**config.mk**
```make
export PLATFORM = sky130hd
export DESIGN_NAME = uart_tx_feeder
export DESIGN_NICKNAME = d
export VERILOG_FILES = /design/src/rtl/uart_tx_feeder.sv
export SDC_FILE = /design/constraint.sdc
export NUM_CORES = 1
export LEC_CHECK = 0
export ABC_AREA = 1
export CAP_MARGIN = 0
export CORE_UTILIZATION = 55
export CTS_BUF_LIST = sky130_fd_sc_hd__clkbuf_2 sky130_fd_sc_hd__clkbuf_4 sky130_fd_sc_hd__clkbuf_8
export CTS_CLUSTER_SIZE = 12
export DETAILED_ROUTE_END_ITERATION = 10
export PLACE_DENSITY = 0.76
export RECOVER_POWER = 50
export SYNTH_ARGS = -nofsm -noshare
export SYNTH_HDL_FRONTEND = slang
export SYNTH_SLANG_ARGS = --single-unit
```
**constraint.sdc**
```tcl
create_clock -name txclk -period 4.6 [get_ports txclk]
set_input_delay 1.38 -clock txclk [delete_from_list [all_inputs] [get_ports txclk]]
set_output_delay 1.38 -clock txclk [all_outputs]
set_load 0.05 [all_outputs]
```
**src/rtl/uart_tx_feeder.sv**
```systemverilog
// uart_tx_feeder: byte FIFO plus load sequencer feeding a uart transmitter.
// Bytes are buffered and handed over one at a time through a single-cycle
// ld_tx_data strobe. Pacing follows the uart's tx_empty. Everything runs on txclk.
// Optional feature: define UART_TX_FEEDER_OVF_EN to enable the sticky overflow
// flag (ovf / ovf_clr). Without the macro, ovf is tied low.
module uart_tx_feeder #(
  parameter int DEPTH  = 8,
  parameter int ADDR_W = 3
) (
  input  logic              txclk,
  input  logic              reset,
  input  logic              wr_en,
  input  logic [7:0]        wr_data,
  input  logic              drain_en,
  output logic              full,
  output logic              fifo_empty,
  output logic [ADDR_W:0]   count,
  output logic              ovf,
  input  logic              ovf_clr,
  output logic              ld_tx_data,
  output logic [7:0]        tx_data,
  output logic              tx_enable,
  input  logic              tx_empty
);

  localparam logic [ADDR_W:0] DEPTH_C = DEPTH[ADDR_W:0];

  typedef enum logic [1:0] {
    IDLE      = 2'd0,
    LOAD      = 2'd1,
    WAIT_BUSY = 2'd2,
    WAIT_DONE = 2'd3
  } state_t;

  state_t            state;
  state_t            state_next;
  logic [7:0]        mem [DEPTH];
  logic [ADDR_W-1:0] wr_ptr;
  logic [ADDR_W-1:0] rd_ptr;
  logic              pop;
  logic              push;

  // Status flags come straight from the registered occupancy.
  assign full       = (count == DEPTH_C);
  assign fifo_empty = (count == '0);

  // A pop is the IDLE->LOAD step. A push into a full FIFO is still accepted when
  // a pop on the same edge frees a slot.
  assign pop  = (state == IDLE) && drain_en && !fifo_empty && tx_empty;
  assign push = wr_en && (!full || pop);

  // Storage array. It has no reset, so contents after reset are don't-care.
  always_ff @(posedge txclk) begin
    if (push) begin
      mem[wr_ptr] <= wr_data;
    end
  end

  // Pointers and occupancy. The pointers wrap naturally at DEPTH.
  always_ff @(posedge txclk or posedge reset) begin
    if (reset) begin
      wr_ptr <= '0;
      rd_ptr <= '0;
      count  <= '0;
    end else begin
      if (push) begin
        wr_ptr <= wr_ptr + 1'b1;
      end
      if (pop) begin
        rd_ptr <= rd_ptr + 1'b1;
      end
      case ({push, pop})
        2'b10:   count <= count + 1'b1;
        2'b01:   count <= count - 1'b1;
        default: count <= count;
      endcase
    end
  end

  // uart-facing registers. The load strobe is high only for the cycle after a
  // pop, and tx_data holds the popped byte until the next load.
  always_ff @(posedge txclk or posedge reset) begin
    if (reset) begin
      ld_tx_data <= 1'b0;
      tx_data    <= 8'h00;
      tx_enable  <= 1'b0;
    end else begin
      ld_tx_data <= pop;
      tx_enable  <= drain_en;
      if (pop) begin
        tx_data <= mem[rd_ptr];
      end
    end
  end

  // FSM state register.
  always_ff @(posedge txclk or posedge reset) begin
    if (reset) begin
      state <= IDLE;
    end else begin
      state <= state_next;
    end
  end

  // Next-state logic. After a load, the FSM waits for the uart to go busy and
  // then idle again, even if drain_en drops in the meantime.
  always_comb begin
    state_next = state;
    case (state)
      IDLE:      if (pop)       state_next = LOAD;
      LOAD:                     state_next = WAIT_BUSY;
      WAIT_BUSY: if (!tx_empty) state_next = WAIT_DONE;
      WAIT_DONE: if (tx_empty)  state_next = IDLE;
      default:                  state_next = IDLE;
    endcase
  end

`ifdef UART_TX_FEEDER_OVF_EN
  logic drop;
  assign drop = wr_en && full && !pop;

  // Sticky overflow flag. When a new drop and a clear happen on the same edge,
  // the new drop takes priority.
  always_ff @(posedge txclk or posedge reset) begin
    if (reset) begin
      ovf <= 1'b0;
    end else if (drop) begin
      ovf <= 1'b1;
    end else if (ovf_clr) begin
      ovf <= 1'b0;
    end
  end
`else
  logic unused_ovf_clr;
  assign unused_ovf_clr = ovf_clr;
  assign ovf = 1'b0;
`endif

endmodule

```
# ---- Word level (Yosys, flattened, before mapping)
# Memory sizes are Yosys's and may differ from the RTL's. A register that Yosys moved wholly into a read port is not among the register bits.
# Cells that the tools add are included.
dict set report totals {
  regBits 14
  ramBits 64
  output_inout_bits 17
  mem_count 1
}
dict set report classes {
  addsub 4
  n_eq_ne 9
  muxes 7
  n_reduce_logical 11
}
# memory words width rd rd_clocked_by_memory_dff wr line_no
set mem_list {}
lappend mem_list {mem 8 8 1 1 1 37} ;# logic [7:0] mem [DEPTH];
# op count
set op_table {}
lappend op_table {{case mux 2 bit (4 select lines)} 1}
lappend op_table {{case mux 4 bit (2 select lines)} 1}
lappend op_table {{adder 3 x 1 -> 3 bit, second input constant} 2}
lappend op_table {{== test 2 bit, second input constant} 3}
lappend op_table {{2-to-1 mux 2 bit} 3}
lappend op_table {{!= test 2 bit, second input constant} 3}
lappend op_table {{adder 4 x 1 -> 4 bit, second input constant} 1}
lappend op_table {{== test 2 x 1 -> 1 bit, second input constant} 2}
lappend op_table {{== test 4 bit, second input constant} 1}
lappend op_table {{logical AND 1 bit} 4}
lappend op_table {{zero test 4 bit} 1}
lappend op_table {{subtractor 4 x 1 -> 4 bit, second input constant} 1}
lappend op_table {{AND reduction 3 bit} 1}
lappend op_table {{zero test 1 bit} 2}
lappend op_table {{zero test 2 bit} 1}
lappend op_table {{2-to-1 mux 1 bit} 2}
lappend op_table {{nonzero test 2 bit} 1}
lappend op_table {{logical OR 1 bit} 1}

# ---- Logic depth before layout (Yosys ltp)
dict set report logic_depth {
  word_depth 8
  mapped_depth 16
}

# ---- Worst setup path after synthesis
# Ideal clock, no wire load.
dict set report synth_timing {
  kind {input-to-reg}
  from {in tx_empty}
  to {mem mem[3][0] (enable)}
  setup_ps 385
  arrival_time_ps 2496
  required_time_ps 4215
  slack_ps 1719
  path_stages 6
  cell_sequence {nand2_1 nor2_1 nand2_2 nand2_2 nand2_2 nor3b_1}
}
dict set report synth_via {
  elab_chain_cells 5
}
# item line_no
set synth_lines {}
lappend synth_lines {{start, declared} 23} ;# input logic tx_empty
lappend synth_lines {{logical AND 1 bit} 49} ;# assign pop = (state == IDLE) && drain_en && !fifo_empty && tx_empty;
lappend synth_lines {{logical OR 1 bit} 50} ;# assign push = wr_en && (!full || pop);
lappend synth_lines {{logical AND 1 bit} 50}
lappend synth_lines {{2-to-1 mux 1 bit} 54} ;# if (push) begin
lappend synth_lines {{2-to-1 mux 1 bit (not written as such)} 55} ;# mem[wr_ptr] <= wr_data;
lappend synth_lines {{end, declared} 37}
# Every way passes these cells.

# ---- Final worst setup path
dict set report layout_timing {
  from {in drain_en}
  to {reg count[3]}
}
dict set report layout_via {
  elab_chain_cells 7
  elab_cells_between_ends 9
}
# item line_no
set layout_lines {}
lappend layout_lines {{start, declared} 14} ;# input logic drain_en,
lappend layout_lines {{logical AND 1 bit (*) (3 in series)} 49}
lappend layout_lines {{logical OR 1 bit} 50}
lappend layout_lines {{logical AND 1 bit} 50}
lappend layout_lines {{== test 2 x 1 -> 1 bit or == test 2 bit (tied branches)} 72} ;# case ({push, pop})
lappend layout_lines {{case mux 4 bit (2 select lines) or nonzero test 2 bit (tied branches)} -}
lappend layout_lines {{end signal, assigned} 73} ;# 2'b10: count <= count + 1'b1;
lappend layout_lines {{end signal, assigned} 74} ;# 2'b01: count <= count - 1'b1;
lappend layout_lines {{end signal, assigned} 75} ;# default: count <= count;
lappend layout_lines {{end, declared} 17} ;# output logic [ADDR_W:0] count,
# Every way passes the cells marked *; elsewhere a longest branch is shown, timed or not.
# A chain may end at the register's enable or synchronous reset.

==> impl_metrics.json <==
{
  "status": "completed",
  "stdcell_area_um2": 4170,
  "ctsResizeCount": 0,
  "placed_cells": 409,
  "rsz0062_at_grt": "false",
  "cts_max_level": 3,
  "post_cts_buffers": 0,
  "synth_seq_cells": 86,
  "synth-edff-count": 64,
  "reg2regPathDepth": 15,
  "cp-start-kind": "input port",
  "avgRoutedWirePerCell_um": 16.2,
  "drive_above_1_share_pct": 10.1,
  "overflow": 0,
  "cp-endpoint": "count[3]",
  "synth_largest_area_cell": "edfxtp_1",
  "cts_tree": "done",
  "via_count": 2282,
  "core.rowCount": 29,
  "path_clk_slew_ns": 0.09,
  "synth_area_leaders": "edfxtp_1 53%, dfrtp_1 15%, nor2_1 6.0%, nand2_1 3.5%, o211ai_1 3.3%",
  "path_class": "input port to flop",
  "p_per_area_nw_per_um2": 631,
  "core_um2": 6350,
  "gp_congestion": 0.721,
  "synth_common_cells": "64 x edfxtp_1, 58 x nor2_1, 34 x nand2_1, 22 x dfrtp_1, 20 x o21ai_0",
  "critPathRequiredTime_ns": 4.84,
  "tns_ns": 0,
  "finalNetCount": 366,
  "synth_top_area_share_pct": 53.3,
  "holdCritPathClass": "flop to flop",
  "placed_cell_area_um2": 3990,
  "grt_pass1_wl_mm": 11.3,
  "cap_viol_max_count": 0,
  "end_kind": "flop",
  "dp_slack_ns": 1.10,
  "ant_nets": 0,
  "final_hold_viol_count": 0,
  "area_growth_pct": 15.6,
  "ir_drop_uv": 361,
  "postCtsHoldBufs": 0,
  "async_reset_ff_share_pct": 25.6,
  "clock_path_buffers": 2,
  "setup_violations": 0,
  "worst_slew_pin_slew_ns": 1.05,
  "worst_ep_arrival_time_ns": 3.65,
  "finalNonFillerCells": 425,
  "grt_max_degree": 35,
  "drc_errors": 0,
  "synth-seq-area-share_pct": 68.5,
  "yosys_most_used_dff": "edfxtp_1",
  "reg2reg_to": "count[3]",
  "setup_ws_ns": 1.20,
  "min_period_over_period_pct": 74.0,
  "port-buffer-count": 28,
  "avgSynthCellArea_um2": 11.8,
  "synth_cell_types": 25,
  "synth.most_common_cell": "edfxtp_1",
  "drt-total-wl_mm": 6.87,
  "yosysWarnings": 0,
  "p_leak_nw": 1.61,
  "relSlewSlack_pct": 30.3,
  "antennaDiodeCount": 0,
  "slew_viol_final": 0,
  "drtIter0Drc": 164,
  "ios": 31,
  "dr.pass1.iters": 4,
  "cts_sinks": 86,
  "grt_pass1_vias": 2344,
  "r2r_slack_ns": 2.09,
  "cts_inserted_buffers": 9,
  "path_max_fanout": 12,
  "seq_area_um2": 2470,
  "synthCells": 307,
  "layout_min_cycle_time_ns": 3.40,
  "grt.total_usage_pct": 21.7,
  "syn_nets": 330,
  "dpl.hpwl_mm": 4.13,
  "antenna_found_initial": 0,
  "die_h_um": 83,
  "clock_latency_ns": 0.35,
  "crit_start": "drain_en",
  "drt-vias-per-instance": 5.37,
  "fmax_mhz": 294,
  "initial_core_util_pct": 56.8,
  "multi_input_area_um2": 996,
  "skew_ns": 0.0131,
  "fillers": 484,
  "fp.dieW_um": 83,
  "fp.dieArea_um2": 6890,
  "rr_startpoint": "state[0]",
  "syn-cell-area_um2": 3610,
  "cts_root_buf": "clkbuf_8"
}
[report_power, final]
part | internal, mW | switching, mW | total, mW
Combinational | 0.344 | 0.651 | 0.995
Clock | 0.209 | 0.288 | 0.498
Sequential | 1.01 | 0.135 | 1.14
[worst max-delay path, cell delays in order]
cell	delay [ns]
dlygate4sd3_1	0.55
nand2_1	0.05
nor2_1	0.11
nand2_2	0.07
inv_1	0.39
nand2_2	0.15
inv_1	0.11
ha_1	0.26
a21oi_1	0.20
nand3_1	0.13
nand2_1	0.12
nand2_1	0.05
nand2_1	0.05
inv_1	0.04
[per-stage QoR]
step	hold slack (ns)	power [mW]	utilization, %
final	0.483	2.63	65.7
after global routing	0.509	2.81	65.7
after CTS	0.489	2.66	65.8
after detailed placement	0.466	2.16	62.8
after global placement	0.461	2.13	62.8
after floorplan	0.481	1.86	-
[sequential cells by signal, summed over array words and instances (netlist names)]
name / flops
mem: 64
count: 4
rd_ptr: 3
state: 2
tx_enable: 1
wr_ptr: 3
tx_data: 8
ld_tx_data: 1
[metal layers]
metal | up-vias | track usage [%] | wire, um
li1 | 1129 | - | -
met1 | 1079 | 27.2 | 2890
met2 | 70 | 34.6 | 3500
met3 | 4 | 6.26 | 437
met4 | 0 | 11.0 | 52
met5 | - | 0 | 0
[worst min-delay path by stage]
stage,depth (start not counted),slack (ns),endpoint,start
3_3_place_gp,2,0.46,tx_data[0],tx_data[0]
6_report,2,0.48,tx_data[4],tx_data[4]
5_1_grt,2,0.51,tx_data[5],tx_data[5]
2_1_floorplan,2,0.48,state[0],state[0]
3_5_place_dp,2,0.47,tx_data[4],tx_data[4]
4_1_cts,2,0.49,tx_data[4],tx_data[4]
[area by class of cell]
class | count | area share, %
sequential | 86 | 59.3
multi-input combinational | 190 | 23.9
timing repair buffer | 38 | 8.43
clock buffer | 9 | 2.97
tap | 77 | 2.31
inverter | 18 | 1.62
clock inverter | 7 | 1.56
[cells by family (layout without fill, tap and decap cells)]
kind of cell	after synthesis	count (layout)	synth area share, %
AOI/OAI and AO/OA	54	54	8.60
muxes	1	1	0.277
adders and majority gates	9	9	3.33
DFF	86	86	68.5
other	1	1	0.104
buffers and inverters	31	72	3.88
xor gates and xnor gates	5	5	1.21
and+or+nand+nor	120	120	14.1
[placed cells by master (no fill, tap or decap), drive strengths merged]
cell type,instances
clkinv,3
dlygate4sd3,10
nand2,40
ha,8
o21ai,34
xnor2,1
o211ai,16
nor3b,3
a21oi,4
clkinvlp,1
inv,21
nor2,59
buf,9
edfxtp,64
xor2,4
nand3,16
nor3,1
dfrtp,22
fa,1
mux2i,1
clkbuf,10
nand3b,1
conb,1
clkdlybuf4s50,18
Power figures use the tool's default switching activity.
